--- config.mk ---
export PLATFORM = sky130hd
export DESIGN_NAME = tnn_neuron_accum
export DESIGN_NICKNAME = d
export VERILOG_FILES = /design/src/rtl/tnn_neuron_accum.sv
export SDC_FILE = /design/constraint.sdc
export NUM_CORES = 1
export LEC_CHECK = 0
export ABC_AREA = 1
export BUFFER_PORTS_ARGS = -buffer_cell sky130_fd_sc_hd__buf_2
export CORE_MARGIN = 5
export CORE_UTILIZATION = 50
export DETAILED_ROUTE_END_ITERATION = 6
export PLACE_DENSITY = 0.67
export REMOVE_ABC_BUFFERS = 1
export SETUP_SLACK_MARGIN = 0.5
export SLEW_MARGIN = 20
export SYNTH_ARGS = -nofsm -noshare
export SYNTH_HDL_FRONTEND = slang
export SYNTH_SLANG_ARGS = --single-unit
--- constraint.sdc ---
create_clock -name clk -period 3.6 [get_ports clk]
set_input_delay 0.36 -clock clk [delete_from_list [all_inputs] [get_ports clk]]
set_output_delay 0.36 -clock clk [all_outputs]
set_load 0.05 [all_outputs]
--- src/rtl/tnn_neuron_accum.sv ---
// Ternary-network neuron accumulator: sums (pos_cnt - neg_cnt) over a beat stream and emits a ternary activation.
// Optional build macro TNN_ACC_SAT_EN selects a saturating accumulator instead of the default wrapping one.
module tnn_neuron_accum #(
    parameter int ACC_W = 10,
    parameter int TH_HI = 4,
    parameter int TH_LO = -4
) (
    input  logic             clk,
    input  logic             rst,
    input  logic             in_valid,
    output logic             in_ready,
    input  logic [4:0]       pos_cnt,
    input  logic [4:0]       neg_cnt,
    input  logic             in_last,
    output logic             out_valid,
    input  logic             out_ready,
    output logic [1:0]       out_act,
    output logic [ACC_W-1:0] out_sum
);

    typedef enum logic [1:0] {
        IDLE,
        ACCUM,
        DONE
    } state_t;

    localparam logic signed [ACC_W-1:0] TH_HI_W = ACC_W'(TH_HI);
    localparam logic signed [ACC_W-1:0] TH_LO_W = ACC_W'(TH_LO);

    state_t                  state;
    logic signed [ACC_W-1:0] acc;
    logic signed [ACC_W-1:0] base;
    logic signed [ACC_W-1:0] next_acc;
    logic signed [5:0]       delta;
    logic [1:0]              next_act;
    logic                    beat_fire;
    logic                    out_fire;
`ifdef TNN_ACC_SAT_EN
    logic [ACC_W:0]          sum_ext;
`endif

    assign beat_fire = in_valid && in_ready;
    assign out_fire  = out_valid && out_ready;

    // NOTE: every combinational output gets a default first so no path can infer a latch.
    always_comb begin
        delta    = $signed({1'b0, pos_cnt}) - $signed({1'b0, neg_cnt});
        base     = (state == IDLE) ? '0 : acc;
        next_acc = '0;
        next_act = 2'b00;
`ifdef TNN_ACC_SAT_EN
        // One guard bit exposes overflow; clamp to the rail in the direction of travel.
        sum_ext = {base[ACC_W-1], base} + {{(ACC_W-5){delta[5]}}, delta};
        if (sum_ext[ACC_W] != sum_ext[ACC_W-1])
            next_acc = sum_ext[ACC_W] ? {1'b1, {(ACC_W-1){1'b0}}} : {1'b0, {(ACC_W-1){1'b1}}};
        else
            next_acc = sum_ext[ACC_W-1:0];
`else
        next_acc = base + {{(ACC_W-6){delta[5]}}, delta};
`endif
        if (next_acc > TH_HI_W)
            next_act = 2'b01;
        else if (next_acc < TH_LO_W)
            next_act = 2'b11;
    end

    // NOTE: state registers use non-blocking assignments so every flop samples pre-edge values.
    always_ff @(posedge clk) begin
        if (rst) begin
            state     <= IDLE;
            acc       <= '0;
            in_ready  <= 1'b1;
            out_valid <= 1'b0;
            out_act   <= 2'b00;
            out_sum   <= '0;
        end else begin
            case (state)
                IDLE, ACCUM: begin
                    if (beat_fire) begin
                        acc <= next_acc;
                        if (in_last) begin
                            state     <= DONE;
                            in_ready  <= 1'b0;
                            out_valid <= 1'b1;
                            out_sum   <= next_acc;
                            out_act   <= next_act;
                        end else begin
                            state <= ACCUM;
                        end
                    end
                end
                DONE: begin
                    // Result and handshake outputs hold until downstream takes the result.
                    if (out_fire) begin
                        state     <= IDLE;
                        acc       <= '0;
                        in_ready  <= 1'b1;
                        out_valid <= 1'b0;
                    end
                end
                default: begin
                    state     <= IDLE;
                    in_ready  <= 1'b1;
                    out_valid <= 1'b0;
                end
            endcase
        end
    end

endmodule

==> flow_metrics.env <==
export IMPL_first_pass_iters=4
export IMPL_clk_latency_ps=270
export IMPL_vias=1902
export IMPL_cts_clk_slew_worst_paths_ps=90
export IMPL_synth_top_area_share_pct=26.94
export IMPL_io_pins=29
export IMPL_hpwl_mm=3.475
export IMPL_synth_area_sq_um=1932
export IMPL_grt_antenna_before_repair=0
export IMPL_layout_common_cells="104 x nand2_1, 53 x inv_1, 29 x nor2_1"
export IMPL_whs_endpoint="state[1]"
export IMPL_die_width_um=72.16
export IMPL_min_delay_path_depth=4
export IMPL_grt_pass1_wl_mm=7.155
export IMPL_utilization_pct=58.15
export IMPL_nets=373
export IMPL_fin_skew_ps=1.736
export IMPL_fp_dieH_um=72.16
export IMPL_startpoint_type="primary input"
export IMPL_synth_area_leaders="dfxtp_1 27%, nand2_1 20%, inv_1 10%"
export IMPL_final_area_sq_um=2161
export IMPL_cts_root_buf="clkbuf_8"
export IMPL_grt_max_degree=18
export IMPL_core_sq_um=3716
export IMPL_antenna_left=0
export IMPL_drive_gt1_share_pct=13.78
export IMPL_synth_top_area_cell="dfxtp_1"
export IMPL_grt_overflow_total=0
export IMPL_syn_area_per_cell_sq_um=6.152
export IMPL_diodes=0
export IMPL_dieArea_sq_um=5207
export IMPL_grt_setup_unrepaired="false"
export IMPL_postPlaceCellArea_sq_um=2106
export IMPL_wl_per_cell_um=10.73
export IMPL_holdBufCountCts=0
export IMPL_synth_cell_type_count=25
export IMPL_r2r_end="out_act[0]"
export IMPL_slew_headroom_pct=34.02
export IMPL_max_freq_ghz=0.3712
export IMPL_port_buffer_count=28
export IMPL_whs_ps=443.0
export IMPL_tightest_slew_ps=985.1
export IMPL_synth_seq_cells=26
export IMPL_post_layout_total_power_mw=0.9116
export IMPL_track_usage_pct=16.80
export IMPL_htree_levels=1
export IMPL_cts_setup_buffers=0
export IMPL_fillers=387
export IMPL_cap_violations=0
export IMPL_cts_made_buffers=3
export IMPL_crit_path_end_kind="flip-flop"
export IMPL_slew_viol_final=0
export IMPL_min_path_type="in2reg"
export IMPL_drc=0
export IMPL_ff2ff_path_depth=16
export IMPL_critPathMaxFanout=6
export IMPL_fin_crit_ps=2694
export IMPL_synth_ff_type="dfxtp_1"
export IMPL_row_count=22
export IMPL_cp_required_ps=3780
export IMPL_vdd_ir_drop_max_v=0.0002788
export IMPL_crit_type="in2reg"
export IMPL_routed_wl_mm=4.173
export IMPL_rrSetupSlack_ps=1070
export IMPL_floorplan_initialDensity_pct=51.99
export IMPL_clockBufferDepth=2
export IMPL_power_density_nw_per_um2=421.9
export IMPL_outcome="finished clean"
export IMPL_p_leak_nw=1.213
export IMPL_timing_final_crit_share_pct=74.82
export IMPL_min_delay_start="out_ready"
export IMPL_final_common_cell="nand2_1"
export IMPL_synth_seq_area_share_pct=26.94
export IMPL_setup_violations=0
export IMPL_cts_tree="done"
export IMPL_synth_edf_count=0
export IMPL_synth_cells=314
export IMPL_arrival_ps=2870
export IMPL_cts_resized=0
export IMPL_clkSinkCount=26
export IMPL_finalHoldViolations=0
export IMPL_crit_reg2reg_launch="state[1]"
export IMPL_grt_pass1_vias=1720
export IMPL_setup_tns_ps=0
export IMPL_yosys_warnings=0
export IMPL_flow_area_growth_from_synthesis_pct=11.85
export IMPL_first_iter_violations=61
export IMPL_async_reset_ff_share_pct=0
export IMPL_gp_congestion=0.8039
export IMPL_viasPerCell=4.889
-- cells in the mapped netlist (2+ instances only) --
library cell / number
inv_2: 2
buf_2: 3
nand2_1: 104
nor2_1: 29
nand4_1: 4
dfxtp_1: 26
a21oi_1: 20
o21ai_0: 6
a31oi_1: 2
o211ai_1: 6
nor2_2: 3
nand3_1: 21
ha_1: 14
nand3_2: 2
xor2_1: 3
clkbuf_1: 2
fa_1: 2
nand2_2: 6
inv_1: 53
-- per-layer routing --
layer	global-route usage [%]	up-vias	wire length [um]
met2	28.92	44	1976
met3	3.324	6	205
li1	-	1037	-
met1	21.85	815	1921
met5	0	-	0
met4	3.132	0	70
-- how the worst max path moves through the flow --
| stage | from | endpoint | slack (ps) | depth (start not counted) |
|---|---|---|---|---|
| 6_report | pos_cnt[0] | out_act[0] | 910 | 21 |
| 5_1_grt | pos_cnt[0] | out_act[0] | 680 | 21 |
| 2_1_floorplan | pos_cnt[0] | out_act[0] | 1010 | 20 |
| 3_3_place_gp | pos_cnt[0] | out_act[0] | 650 | 21 |
| 4_1_cts | pos_cnt[0] | out_act[0] | 910 | 21 |
| 3_5_place_dp | pos_cnt[0] | out_act[0] | 630 | 21 |
-- sequential cells by signal, summed over array words and instances, names as in the netlist --
signal / flops
in_ready: 1
out_valid: 1
out_act: 2
state: 2
acc: 10
out_sum: 10
-- layout make-up --
class | count | area [sq um] | area share (%)
tap | 48 | 60.06 | 2.779
clock buffer | 4 | 55.05 | 2.548
multi-input combinational | 227 | 1171 | 54.20
timing repair buffer | 29 | 147.6 | 6.833
inverter | 55 | 206.4 | 9.554
sequential | 26 | 520.5 | 24.09
-- cells by family after synthesis --
kind of cell / after synthesis / synth area share (%)
flops: 26 / 26.94
simple gates: 171 / 37.11
fa+ha+maj: 16 / 11.14
buf+inv: 61 / 12.44
xor+xnor: 4 / 1.814
compound gates: 36 / 10.56
-- power breakdown --
| part | switching (mW) | total, mW | leakage, nW | internal, mW |
|---|---|---|---|---|
| Combinational | 0.267 | 0.391 | 0.970 | 0.124 |
| Clock | 0.0895 | 0.187 | 0.0288 | 0.0978 |
| Sequential | 0.0162 | 0.334 | 0.214 | 0.318 |
| Total | 0.372 | 0.912 | 1.21 | 0.539 |
-- stage by stage --
| step | std cells | worst slack, ps |
|---|---|---|
| finish | 389 | 906.4 |
| global route | 389 | 684.1 |
| CTS | 389 | 908.4 |
| detailed placement | 385 | 627.7 |
| global placement | 385 | 646.2 |
| floorplan | 308 | 1011 |
-- critical path, stage by stage --
cell and delay (ps):
buf_2 90, inv_1 50, ha_1 130, inv_1 70, fa_1 400, nand3_1 90
nand2_1 70, xor2_1 160, ha_1 370, a21oi_2 260, nor2_1 70, nor2_1 120
nand2_1 60, nand2_1 50, nand2_1 100, inv_1 100, nand3_1 80, nand2_1 80
nand3_1 60, nand2_1 60, inv_1 40
Power figures use the tool's default switching activity.
